`src/rtl/adjust_ctrl.sv`:
```
`default_nettype none
// ============================================================================
// Module      : adjust_ctrl
// Description : Adjust/run sequencer for the DE2 clock. Synchronises and
//               debounces the four active-low push keys, then runs a
//               RUN / ADJ_TIME / ADJ_DATE state machine that drives the
//               display adjust flag, the digit select and one-cycle inc/dec
//               strobes to the time core.
// Ports       : CLOCK_50   in   system clock (rising edge)
//               reset      in   asynchronous active-high reset
//               key_mode   in   raw key, active-low: RUN->ADJ_TIME->ADJ_DATE
//               key_next   in   raw key, active-low: next digit
//               key_inc    in   raw key, active-low: increment digit
//               key_dec    in   raw key, active-low: decrement digit
//               adjust     out  1 = run/normal display, 0 = adjusting
//               select     out  digit under adjustment (0 in RUN)
//               inc_pulse  out  one-cycle increment strobe
//               dec_pulse  out  one-cycle decrement strobe
// Revision    : 1.0  initial release
// ============================================================================
module adjust_ctrl #(
    parameter int unsigned DEB_CYCLES     = 1_000_000,
    parameter int unsigned TIMEOUT_CYCLES = 1_500_000_000
) (
    input  logic       CLOCK_50,
    input  logic       reset,
    input  logic       key_mode,
    input  logic       key_next,
    input  logic       key_inc,
    input  logic       key_dec,
    output logic       adjust,
    output logic [3:0] select,
    output logic       inc_pulse,
    output logic       dec_pulse
);

    // Counter widths never shrink below what the default parameters need.
    localparam int c_DEB_W  = ($clog2(DEB_CYCLES) > 20) ? $clog2(DEB_CYCLES) : 20;
    localparam int c_IDLE_W = ($clog2(TIMEOUT_CYCLES) > 31) ? $clog2(TIMEOUT_CYCLES) : 31;
    localparam logic [c_DEB_W-1:0]  c_DEB_LAST  = c_DEB_W'(DEB_CYCLES - 1);
    localparam logic [c_IDLE_W-1:0] c_IDLE_LAST = c_IDLE_W'(TIMEOUT_CYCLES - 1);

    typedef enum logic [1:0] {
        ST_RUN      = 2'd0,
        ST_ADJ_TIME = 2'd1,
        ST_ADJ_DATE = 2'd2
    } state_t;

    // Key index: 3 = mode, 2 = next, 1 = inc, 0 = dec
    logic [3:0] w_raw;
    logic [3:0] r_sync1;
    logic [3:0] r_sync2;
    logic [3:0] w_press;

    assign w_raw = {key_mode, key_next, key_inc, key_dec};

    always_ff @(posedge CLOCK_50 or posedge reset) begin
        if (reset) begin
            r_sync1 <= 4'hF;
            r_sync2 <= 4'hF;
        end else begin
            r_sync1 <= w_raw;
            r_sync2 <= r_sync1;
        end
    end

    genvar gi;
    generate
        for (gi = 0; gi < 4; gi++) begin : g_deb
            logic [c_DEB_W-1:0] r_cnt;
            logic               r_stable;
            logic               r_stable_d;

            always_ff @(posedge CLOCK_50 or posedge reset) begin
                if (reset) begin
                    r_cnt      <= '0;
                    r_stable   <= 1'b1;
                    r_stable_d <= 1'b1;
                end else begin
                    r_stable_d <= r_stable;
                    if (r_sync2[gi] == r_stable) begin
                        r_cnt <= '0;
                    end else if (r_cnt == c_DEB_LAST) begin
                        r_stable <= r_sync2[gi];
                        r_cnt    <= '0;
                    end else begin
                        r_cnt <= r_cnt + c_DEB_W'(1);
                    end
                end
            end

            // Falling edge of the accepted level; releases give no event.
            assign w_press[gi] = r_stable_d & ~r_stable;
        end
    endgenerate

    state_t              r_state;
    state_t              w_state_nxt;
    logic [3:0]          r_select;
    logic [3:0]          w_select_nxt;
    logic                r_adjust;
    logic                w_adjust_nxt;
    logic                r_inc;
    logic                w_inc_nxt;
    logic                r_dec;
    logic                w_dec_nxt;
    logic [c_IDLE_W-1:0] r_idle;
    logic [c_IDLE_W-1:0] w_idle_nxt;

    always_ff @(posedge CLOCK_50 or posedge reset) begin
        if (reset) begin
            r_state  <= ST_RUN;
            r_select <= 4'd0;
            r_adjust <= 1'b1;
            r_inc    <= 1'b0;
            r_dec    <= 1'b0;
            r_idle   <= '0;
        end else begin
            r_state  <= w_state_nxt;
            r_select <= w_select_nxt;
            r_adjust <= w_adjust_nxt;
            r_inc    <= w_inc_nxt;
            r_dec    <= w_dec_nxt;
            r_idle   <= w_idle_nxt;
        end
    end

    // Event priority within one cycle: mode > next > inc > dec; losers dropped.
    always_comb begin
        w_state_nxt  = r_state;
        w_select_nxt = r_select;
        w_inc_nxt    = 1'b0;
        w_dec_nxt    = 1'b0;
        w_idle_nxt   = r_idle + c_IDLE_W'(1);

        case (r_state)
            ST_RUN: begin
                w_idle_nxt = '0;
                if (w_press[3]) begin
                    w_state_nxt  = ST_ADJ_TIME;
                    w_select_nxt = 4'd7;
                end
            end
            ST_ADJ_TIME: begin
                if (w_press[3]) begin
                    w_state_nxt  = ST_ADJ_DATE;
                    w_select_nxt = 4'd11;
                end else if (w_press[2]) begin
                    // 7..2 wrap; the millisecond digits are never selected
                    w_select_nxt = (r_select == 4'd2) ? 4'd7 : r_select - 4'd1;
                end else if (w_press[1]) begin
                    w_inc_nxt = 1'b1;
                end else if (w_press[0]) begin
                    w_dec_nxt = 1'b1;
                end else if (r_idle == c_IDLE_LAST) begin
                    w_state_nxt  = ST_RUN;
                    w_select_nxt = 4'd0;
                end
            end
            ST_ADJ_DATE: begin
                if (w_press[3]) begin
                    w_state_nxt  = ST_RUN;
                    w_select_nxt = 4'd0;
                end else if (w_press[2]) begin
                    // Left-to-right: month/day 11..8, then year 15..12
                    if (r_select == 4'd8) begin
                        w_select_nxt = 4'd15;
                    end else if (r_select == 4'd12) begin
                        w_select_nxt = 4'd11;
                    end else begin
                        w_select_nxt = r_select - 4'd1;
                    end
                end else if (w_press[1]) begin
                    w_inc_nxt = 1'b1;
                end else if (w_press[0]) begin
                    w_dec_nxt = 1'b1;
                end else if (r_idle == c_IDLE_LAST) begin
                    w_state_nxt  = ST_RUN;
                    w_select_nxt = 4'd0;
                end
            end
            default: begin
                w_state_nxt  = ST_RUN;
                w_select_nxt = 4'd0;
            end
        endcase

        if ((|w_press) || (w_state_nxt != r_state)) begin
            w_idle_nxt = '0;
        end

        w_adjust_nxt = (w_state_nxt == ST_RUN);
    end

    assign adjust    = r_adjust;
    assign select    = r_select;
    assign inc_pulse = r_inc;
    assign dec_pulse = r_dec;

endmodule
`default_nettype wire

```
`config.mk`:
```
export PLATFORM = sky130hd
export DESIGN_NAME = adjust_ctrl
export DESIGN_NICKNAME = d
export VERILOG_FILES = /design/src/rtl/adjust_ctrl.sv
export SDC_FILE = /design/constraint.sdc
export NUM_CORES = 1
export LEC_CHECK = 0
export ABC_AREA = 1
export CAP_MARGIN = 20
export CORE_MARGIN = 8
export CORE_UTILIZATION = 54
export CTS_BUF_LIST = sky130_fd_sc_hd__clkbuf_16
export CTS_CLUSTER_DIAMETER = 30
export DETAILED_ROUTE_END_ITERATION = 12
export GPL_TIMING_DRIVEN = 0
export PLACE_DENSITY_LB_ADDON = 0.2
export SLEW_MARGIN = 20
export SYNTH_ARGS = -nofsm -noshare
export SYNTH_HDL_FRONTEND = slang
export SYNTH_SLANG_ARGS = --single-unit
export TNS_END_PERCENT = 20
```
`constraint.sdc`:
```
create_clock -name CLOCK_50 -period 5.6 [get_ports CLOCK_50]
set_input_delay 1.4 -clock CLOCK_50 [delete_from_list [all_inputs] [get_ports CLOCK_50]]
set_output_delay 1.4 -clock CLOCK_50 [all_outputs]
set_load 0.005 [all_outputs]
```
==> flow_summary.json, run 1 <==
{
  "synth_common_cells": "sky130_fd_sc_hd__nand2_1, sky130_fd_sc_hd__nor2_1, sky130_fd_sc_hd__inv_1, sky130_fd_sc_hd__dfrtp_1, sky130_fd_sc_hd__nand3_1",
  "tritoncts": "done",
  "port_buffers": 12,
  "unrepaired_setup_endpoints_after_global_routing": "no",
  "grt_pass1_wl_mm": 25.6,
  "grt_remaining_overflow": 0,
  "timing.critical_path.from_type": "flip-flop",
  "finalPower_mw": 2.18,
  "cts_post_setup_buffers_inserted": 0,
  "pin_count": 13,
  "overall_global_routing_usage_pct": 17.7,
  "clock-sinks": 136,
  "maxCapViolations": 0,
  "cts_hold_buf": 0,
  "worst-endpoint-required_ns": 4.20,
  "detailroute.via_count": 5842,
  "start_util_pct": 54.9,
  "synth.lib_cells_used.distinct": 43,
  "worst_setup_path_end_kind": "output pin",
  "cts.repair.resized": 0,
  "yosys.cell_count.top_type": "sky130_fd_sc_hd__nand2_1",
  "fraction_of_met3_tracks_used_by_global_routing_pct": 4.42,
  "finish.net_count": 958,
  "biggest_area_contributors_in_the_synthesized_netlist": "sky130_fd_sc_hd__dfrtp_1, sky130_fd_sc_hd__nand2_1, sky130_fd_sc_hd__nor2_1",
  "cp_max_delay_cell": "sky130_fd_sc_hd__dfstp_2",
  "timing.final.setup_violations": 0,
  "cp_max_fo": 1,
  "initialDrtViolationCount": 333,
  "die-height_um": 132,
  "antenna_left": 0,
  "hold_viol": 0,
  "skew_ns": 0.00806,
  "synth.ff_latch_count": 136,
  "drive_above_1_share_pct": 11.8,
  "clock_latency_ns": 0.43,
  "vdd_drop_max_v": 0.000311,
  "clock_buffer_count_from_cts": 17,
  "synthesis.nets": 926,
  "clockRootBuffer": "sky130_fd_sc_hd__clkbuf_16",
  "detailedPlacementHpwl_mm": 10.3,
  "critical_path.top_delay_family": "flip-flops",
  "timing.setup.critical_path_class": "flip-flop to output pin",
  "via_count_of_the_first_global_routing_pass": 5727,
  "seq_area_frac_synth_pct": 47.3,
  "ys.warnings.count": 0,
  "route.detailed.drc": 0,
  "postRouteWirelength_mm": 14.6,
  "clock.fmax_ghz": 0.350,
  "antenna_found_initial": 0,
  "synth_area_leader_cell": "sky130_fd_sc_hd__dfrtp_1",
  "die_w_um": 132,
  "finalNonFillerCells": 1129,
  "gpl.final_weighted_congestion": 0.862,
  "dominantRegCellSynth": "sky130_fd_sc_hd__dfrtp_1",
  "whs_ns": 0.357,
  "synth.cell_area_um2": 7240,
  "cellLeakagePower_nw": 3.56,
  "use_met1_pct": 22.3,
  "timing.final.max_slew_violations": 0,
  "status": "complete, no violations",
  "tightestPinTransition_ns": 0.481,
  "grt_max_degree": 89,
  "coreArea_um2": 13200,
  "synth_largest_type_area_fraction_pct": 41.1,
  "worst_path_largest_cell_delay_ns": 0.54,
  "vias_per_cell": 5.17,
  "syn-instance-count": 908,
  "place_inst": 1097,
  "ys_async_sr_fraction_pct": 100,
  "maxSlewHeadroom_pct": 67.6,
  "min_period_over_period_pct": 51.0,
  "synth-edff-count": 0,
  "worst_setup_hold_path_clk_slew_ns": 0.07,
  "area_growth_syn_to_layout_pct": 13.4,
  "timing.hold.worst.class": "flip-flop to flip-flop",
  "crit_arrival_ns": 1.46,
  "met2_resource_use_gr_pct": 29.0,
  "gr-max-usage-layer": "met2",
  "avgRoutedWirePerCell_um": 12.9,
  "die_area_um2": 17400,
  "htree_levels": 4,
  "drt_pass1_iterations": 5,
  "total_power_divided_by_cell_area_nw_per_um2": 265,
  "diodes": 0,
  "cts.path.max_buffers": 2,
  "cp_cell_sequence": "clkdlybuf4s50_1",
  "critical_path_buffer_and_inverter_count": 1,
  "floorplan.rows": 42,
  "period_needed_ns": 2.86,
  "synth_area_per_cell_um2": 7.97
}
[worst reg2reg max path: stages, from the launching register on]
cell	delay [ns]
sky130_fd_sc_hd__dfrtp_1	0.41
sky130_fd_sc_hd__inv_1	0.11
sky130_fd_sc_hd__ha_1	0.15
sky130_fd_sc_hd__buf_2	0.25
sky130_fd_sc_hd__inv_2	0.14
sky130_fd_sc_hd__nor2_1	0.26
sky130_fd_sc_hd__inv_1	0.12
sky130_fd_sc_hd__nand2_1	0.09
sky130_fd_sc_hd__nand2_1	0.05
sky130_fd_sc_hd__nand2_1	0.07
sky130_fd_sc_hd__nand2_2	0.05
sky130_fd_sc_hd__nand2_1	0.06
sky130_fd_sc_hd__nand2_2	0.13
sky130_fd_sc_hd__buf_8	0.19
sky130_fd_sc_hd__nor2_2	0.09
[sequential cells by signal, summed over array words and instances, names as in the netlist]
register / cells
adjust: 1
dec_pulse: 1
g_deb.r_cnt: 80
g_deb.r_stable: 4
g_deb.r_stable_d: 4
inc_pulse: 1
r_idle: 31
r_state: 2
r_sync1: 4
r_sync2: 4
select: 4
[path summary, 6_finish.rpt]
path	start	to	slack, ns	cells past startpoint
min reg2reg	r_sync1[0]	r_sync2[0]	0.36	0
max in group asynchronous	reset	r_sync2[2]	3.48	3
min in group asynchronous	reset	g_deb[1].r_cnt[15]	1.37	2
max reg2reg	r_state[0]	r_idle[0]	3.34	14
min	r_sync1[0]	r_sync2[0]	0.36	0
max	adjust	adjust	2.74	1
[cell type report]
class	instances	area, um^2
multi-input combinational	635	3260
sequential	136	3420
buffer	10	73.8
clock buffer	17	425
timing repair buffer	13	148
clock inverter	15	173
fill	1112	4980
inverter	127	484
tap	176	220
[cell usage in the layout, fill, tap and decap left out, types with 22 or more instances in the layout]
cell and n:
sky130_fd_sc_hd__nand3_1 61, sky130_fd_sc_hd__nand2_1 165, sky130_fd_sc_hd__a21oi_1 39, sky130_fd_sc_hd__o21ai_0 32
sky130_fd_sc_hd__dfrtp_1 119, sky130_fd_sc_hd__nor2_1 145, sky130_fd_sc_hd__nand4_1 29, sky130_fd_sc_hd__nor3_1 30
sky130_fd_sc_hd__xor2_1 22, sky130_fd_sc_hd__inv_1 122
[logic make-up after synthesis]
kind of cell,synth area share [%]
flops,47.3
fa+ha+maj,2.07
buf+inv,7.61
mux,0.622
compound gates,6.98
xor+xnor,3.63
simple gates,31.8
[report_power, final]
group | total (mW) | leakage, nW | switching, mW | internal [mW]
Sequential | 1.00 | 1.83 | 0.00615 | 0.995
Combinational | 0.0542 | 1.43 | 0.0384 | 0.0158
Clock | 1.12 | 0.296 | 0.482 | 0.639
[layer usage]
metal  share of wire (%)  vias to the layer above
met3                 3.4                       30
li1                    -                     3015
met1                  47                     2704
met5                   0                        -
met2                  48                       93
met4                 1.5                        0
[stage by stage]
step	utilization, %	setup slack, ns	TNS (ns)	cell area (um^2)
2_1_floorplan	-	0.589	0	7240
3_3_place_gp	57.5	-1.23	-145.97	7580
3_5_place_dp	57.7	3.00	0	7610
4_1_cts	62.3	2.71	0	8210
5_1_grt	62.3	2.70	0	8210
6_report	62.3	2.74	0	8210
Power figures use the tool's default switching activity.
==> run 2, diff against run 1 <==
==> constraint.sdc (replaced) <==
create_clock -name CLOCK_50 -period 2.6 [get_ports CLOCK_50]
set_input_delay 0.65 -clock CLOCK_50 [delete_from_list [all_inputs] [get_ports CLOCK_50]]
set_output_delay 0.65 -clock CLOCK_50 [all_outputs]
set_load 0.005 [all_outputs]
==> run 2 against run 1 <==
Register-to-register slack worse by 3.0 ns. Final cell count is 0.27% higher. Cell area is 0.91% higher. Non-clock buffer count is 3 higher. Clock power is 120% higher. Sequential share of layout area is 0.38 points lower. Total power is 120% higher. Setup slack worse by 2.4 ns. Critical path depth is 13 higher. Clock-buffer cell count stayed put. Wire length is 0.15% lower. Largest cell class unchanged.
==> flow_summary.json, run 2 (synthesis gave the netlist of run 1 again) <==
{
  "combinationalPowerShare_pct": 2.7,
  "layout_top_registers": "g_deb.r_cnt x80, r_idle x31",
  "clock_buffer_count_from_cts": 17,
  "clockRootBuffer": "sky130_fd_sc_hd__clkbuf_16",
  "die_w_um": 132,
  "hold_viol": 0,
  "largest_register_ffs": 80,
  "tritoncts": "done",
  "place_inst": 1100,
  "start_util_pct": 54.9,
  "clock_latency_ns": 0.43,
  "drive_above_1_share_pct": 11.9,
  "final_cell_mix": "sky130_fd_sc_hd__nand2_1, sky130_fd_sc_hd__nor2_1, sky130_fd_sc_hd__inv_1",
  "cp_max_fo": 10,
  "tightestPinTransition_ns": 0.469,
  "maxCapViolations": 0,
  "overall_global_routing_usage_pct": 17.6,
  "cp_cell_sequence": "inv_1 > ha_1 > buf_2 > inv_2 > nor2_1 > inv_1 > nand2_1 > nand2_1 > nand2_1 > nand2_2 > nand2_1 > nand2_2 > buf_6 > nor2_1",
  "drt_pass1_iterations": 7,
  "cellLeakagePower_nw": 3.58,
  "maxSlewHeadroom_pct": 68.7,
  "initialDrtViolationCount": 311,
  "clock.fmax_ghz": 0.448,
  "route.detailed.drc": 0,
  "whs_path_depth": 0,
  "finalPower_mw": 4.80,
  "timing.final.setup_violations": 0,
  "period_needed_ns": 2.23,
  "seq_power_share_pct": 45.0,
  "timing.final.ws_setup_ns": 0.366,
  "internal_power_mw": 3.72,
  "clkPwrFrac_pct": 52.4,
  "unrepaired_setup_endpoints_after_global_routing": "no",
  "coreArea_um2": 13200,
  "gpl.final_weighted_congestion": 0.872,
  "worst_setup_hold_path_clk_slew_ns": 0.06,
  "diodes": 0,
  "registers.top_by_ff_count": "g_deb.r_cnt",
  "worst-endpoint-required_ns": 2.94,
  "worst_hold_startpoint": "r_sync1[1]",
  "switching_power_mw": 1.08,
  "vdd_drop_max_v": 0.000585,
  "detailedPlacementHpwl_mm": 10.4,
  "detailroute.via_count": 5930,
  "finish.net_count": 961,
  "grt_pass1_wl_mm": 25.5,
  "finalNonFillerCells": 1132,
  "cts.path.max_buffers": 2,
  "timing.final.max_slew_violations": 0,
  "pin_count": 13,
  "status": "complete, no violations",
  "regToRegStartpoint": "r_state[0]",
  "antenna_left": 0,
  "whs_endpoint": "r_sync2[1]",
  "grt_max_degree": 35,
  "cts_post_setup_buffers_inserted": 0,
  "critical_path.top_delay_family": "simple AND/OR/NAND/NOR gates",
  "met2_resource_use_gr_pct": 28.9,
  "area_growth_syn_to_layout_pct": 14.5,
  "timing.setup.critical_path_class": "flip-flop to flip-flop",
  "worst_setup_path_end_kind": "flip-flop",
  "die-height_um": 132,
  "gr-max-usage-layer": "met2",
  "setup.reg_to_reg.worst_slack_ns": 0.37,
  "floorplan.rows": 42,
  "die_area_um2": 17400,
  "power_switching_share_pct": 22.5,
  "htree_levels": 4,
  "timing.hold.worst.class": "flip-flop to flip-flop",
  "grt_remaining_overflow": 0,
  "antenna_found_initial": 0,
  "cp_max_delay_cell": "sky130_fd_sc_hd__dfrtp_1",
  "fraction_of_met3_tracks_used_by_global_routing_pct": 4.42,
  "setup-tns-final_ns": 0,
  "cts_hold_buf": 0,
  "critical_path_buffer_and_inverter_count": 5,
  "skew_ns": 0.00996,
  "via_count_of_the_first_global_routing_pass": 5578,
  "r2r_cells": 14,
  "critical_path.reg2reg.endpoint": "r_idle[25]",
  "cts.repair.resized": 0,
  "critPathMostFrequentCell": "sky130_fd_sc_hd__nand2_1",
  "placement.setup.worst_slack_ns": 0.412,
  "min_period_over_period_pct": 85.9,
  "use_met1_pct": 22.1,
  "avgRoutedWirePerCell_um": 12.9,
  "layout_commonest_cell": "sky130_fd_sc_hd__nand2_1",
  "crit_arrival_ns": 2.58,
  "postRouteWirelength_mm": 14.5,
  "timing.critical_path.from_type": "flip-flop",
  "port_buffers": 12,
  "vias_per_cell": 5.24,
  "total_power_divided_by_cell_area_nw_per_um2": 579,
  "clock-sinks": 136,
  "whs_ns": 0.356,
  "worst_path_largest_cell_delay_ns": 0.41
}
[run 2: cell count changes in the layout (fill, tap and decap cells not counted), moves of 2 or more]
cell                         previous run  this run
sky130_fd_sc_hd__buf_12                 0         3
sky130_fd_sc_hd__clkinvlp_4             0         4
sky130_fd_sc_hd__inv_8                  6         2
sky130_fd_sc_hd__inv_6                  6         4
sky130_fd_sc_hd__bufinv_16              1         3
[run 2: layout make-up]
type / count / area [um^2]
fillers: 1131 / 4900
repair buffers: 16 / 208
inverters: 127 / 480
clock inverters: 15 / 191
clock buffers: 17 / 425
plain buffers: 10 / 73.8
well taps: 176 / 220
flip-flops and latches: 136 / 3420
multi-input cells: 635 / 3260
[run 2: how the worst max path moves through the flow]
stage / start / cells past startpoint / slack [ns] / endpoint
after global routing: r_state[0] / 14 / 0.13 / r_idle[15]
after floorplan: reset / 1 / 0.27 / dec_pulse
after CTS: r_state[0] / 14 / 0.39 / r_idle[25]
final: r_state[0] / 14 / 0.37 / r_idle[25]
after global placement: reset / 2 / -0.95 / r_idle[28]
after detailed placement: r_state[0] / 14 / 0.41 / r_idle[22]
[run 2: layer usage]
metal / share of wire (%) / wire length, um
met5: 0 / 0
met4: 1.2 / 170
met3: 4.4 / 640
met2: 48 / 6960
met1: 47 / 6780
[run 2: power groups by stage]
stage / registers [mW] / clock network, mW / logic [mW]
floorplan: 2.19 / 0 / 0.0812
global placement: 2.19 / 0 / 0.113
detailed placement: 2.20 / 0 / 0.132
CTS: 2.16 / 2.56 / 0.134
global route: 2.16 / 2.64 / 0.149
finish: 2.16 / 2.51 / 0.128
[run 2: stage by stage]
stage | utilization (%) | cell area, um^2
4_1_cts | 62.8 | 8290
6_report | 62.8 | 8290
2_1_floorplan | - | 7240
3_3_place_gp | 57.5 | 7580
5_1_grt | 62.8 | 8290
3_5_place_dp | 58.1 | 7670
[run 2: worst reg2reg max path: cells and delay by family (launching register included)]
family,cells,cell delay (ns)
and+or+nand+nor,8,0.81
adders and majority gates,1,0.15
DFF,1,0.41
buffers and inverters,5,0.80
==> run 3, diff against run 2 <==
--- a/config.mk
+++ b/config.mk
@@ -11,9 +11,11 @@
 export CORE_UTILIZATION = 54
 export CTS_BUF_LIST = sky130_fd_sc_hd__clkbuf_16
 export CTS_CLUSTER_DIAMETER = 30
+export CTS_CLUSTER_SIZE = 40
 export DETAILED_ROUTE_END_ITERATION = 12
 export GPL_TIMING_DRIVEN = 0
 export PLACE_DENSITY_LB_ADDON = 0.2
+export REMOVE_ABC_BUFFERS = 1
 export SLEW_MARGIN = 20
 export SYNTH_ARGS = -nofsm -noshare
 export SYNTH_HDL_FRONTEND = slang
==> run 3 against run 2 <==
Clock skew is 0.00096 ns lower. Combinational power is 12% lower. Wire length is 3.7% lower. Critical path depth is 2 lower. Global-route usage is 0.34 points lower. Sequential cell count stayed put. Critical path type unchanged. First-iteration DRC count is 17% higher. Hold slack worse by 0.0013 ns.
==> flow_summary.json, run 3 (synthesis gave the netlist of run 1 again) <==
{
  "status": "complete, no violations",
  "unrepaired_setup_endpoints_after_global_routing": "no",
  "initialDrtViolationCount": 364,
  "antenna_left": 0,
  "via_count_of_the_first_global_routing_pass": 5520,
  "clockRootBuffer": "sky130_fd_sc_hd__clkbuf_16",
  "avgRoutedWirePerCell_um": 12.5,
  "layout_commonest_cell": "sky130_fd_sc_hd__nand2_1",
  "timing.final.max_slew_violations": 0,
  "drt_pass1_iterations": 7,
  "setup-tns-final_ns": 0,
  "die_area_um2": 17400,
  "grt_max_degree": 105,
  "gpl.final_weighted_congestion": 0.848,
  "final_design_utilization_pct": 61.8,
  "timing.final.setup_violations": 0,
  "route.detailed.drc": 0,
  "detailedPlacementHpwl_mm": 9.64,
  "vias_per_cell": 5.13,
  "tritoncts": "done",
  "gr-max-usage-layer": "met2",
  "antenna_found_initial": 0,
  "largest_register_ffs": 80,
  "grt_remaining_overflow": 0,
  "detailroute.via_count": 5745,
  "die-height_um": 132,
  "clock.fmax_ghz": 0.437,
  "maxCapViolations": 0,
  "cts.path.max_buffers": 2,
  "floorplan.rows": 42,
  "clock-sinks": 136,
  "worst-endpoint-required_ns": 2.95,
  "min_period_over_period_pct": 88.0,
  "area_growth_syn_to_layout_pct": 12.5,
  "finalNonFillerCells": 1119,
  "place_inst": 1087,
  "coreArea_um2": 13200,
  "postRouteWirelength_mm": 14.0,
  "clock_latency_ns": 0.43,
  "maxSlewHeadroom_pct": 66.1,
  "clock_buffer_count_from_cts": 17,
  "cellLeakagePower_nw": 3.52,
  "tightestPinTransition_ns": 0.507,
  "die_w_um": 132,
  "worst_setup_hold_path_clk_slew_ns": 0.06,
  "pin_count": 13,
  "crit_arrival_ns": 2.63,
  "start_util_pct": 54.9,
  "final_cell_mix": "sky130_fd_sc_hd__nand2_1, sky130_fd_sc_hd__nor2_1, sky130_fd_sc_hd__inv_1",
  "timing.critical_path.from_type": "flip-flop",
  "layout.filler_cells": 1152,
  "finish.net_count": 948,
  "skew_ns": 0.00900,
  "worst_setup_path_end_kind": "flip-flop",
  "use_met1_pct": 22.4,
  "drive_above_1_share_pct": 10.2,
  "fraction_of_met3_tracks_used_by_global_routing_pct": 5.11,
  "port_buffers": 12,
  "diodes": 0,
  "vdd_drop_max_v": 0.000447,
  "finalPower_mw": 4.72,
  "period_needed_ns": 2.29,
  "timing.hold.worst.class": "flip-flop to flip-flop",
  "timing.setup.critical_path_class": "flip-flop to flip-flop",
  "layout_top_registers": "g_deb.r_cnt x80, r_idle x31",
  "met2_resource_use_gr_pct": 27.2,
  "hold_viol": 0,
  "cts_hold_buf": 0,
  "total_power_divided_by_cell_area_nw_per_um2": 579,
  "grt_pass1_wl_mm": 24.9,
  "registers.top_by_ff_count": "g_deb.r_cnt",
  "overall_global_routing_usage_pct": 17.3,
  "cp_max_fo": 31,
  "htree_levels": 4
}
run 3: report_power, final:
group          switching, mW  internal [mW]
Sequential            0.0136           2.15
Clock                  0.872           1.57
Combinational         0.0804         0.0324
run 3: timing repair:
| item | in CTS | in global routing |
|---|---|---|
| gates resized for setup | 2 | 3 |
| buffers inserted | 0 | 0 |
| endpoints found under the setup margin | 31 | 31 |
run 3: worst paths after layout:
path,cells after the start,endpoint,start,slack [ns]
setup reg to reg,12,r_idle[19],r_state[0],0.31
setup / recovery,12,r_idle[19],r_state[0],0.31
min in group asynchronous,2,g_deb[1].r_cnt[12],reset,0.58
hold reg to reg,0,r_sync2[3],r_sync1[3],0.35
max in group asynchronous,3,g_deb[0].r_stable_d,reset,1.26
hold / removal,0,r_sync2[3],r_sync1[3],0.35
run 3: per-layer routing:
layer	vias to the layer above	wire [um]
li1	2994	-
met1	2625	6960
met2	110	6270
met3	16	624
met4	0	146
met5	-	0
run 3: layout make-up:
class	instances	area, um^2	share of cell area, %
Tap cell	176	220	2.70
Sequential cell	136	3420	42.0
Inverter	127	487	5.98
Clock buffer	17	425	5.22
Clock inverter	15	168	2.06
Multi-Input combinational cell	635	3270	40.2
Timing Repair Buffer	13	148	1.81
run 3: metrics by stage:
| stage | setup WS (ns) | hold slack (ns) | cell area (um^2) |
|---|---|---|---|
| 6_report | 0.311 | 0.355 | 8150 |
| 5_1_grt | 0.0687 | 0.363 | 8150 |
| 4_1_cts | 0.162 | 0.355 | 8140 |
| 3_5_place_dp | -0.231 | 0.347 | 7540 |
| 3_3_place_gp | -3.54 | 0.345 | 7500 |
| 2_1_floorplan | -1.66 | 0.345 | 7160 |
run 3: worst max-delay path, cell delays in order, from the launching register on:
cell and delay [ns]:
sky130_fd_sc_hd__dfrtp_1 0.41, sky130_fd_sc_hd__inv_1 0.12, sky130_fd_sc_hd__ha_2 0.35, sky130_fd_sc_hd__inv_4 0.18, sky130_fd_sc_hd__nor2_2 0.23, sky130_fd_sc_hd__inv_1 0.11, sky130_fd_sc_hd__nand2_1 0.08, sky130_fd_sc_hd__nand2_1 0.04
sky130_fd_sc_hd__nand2_1 0.08, sky130_fd_sc_hd__nand2_2 0.06, sky130_fd_sc_hd__nand2_1 0.10, sky130_fd_sc_hd__nand2_4 0.25, sky130_fd_sc_hd__nor2_1 0.18
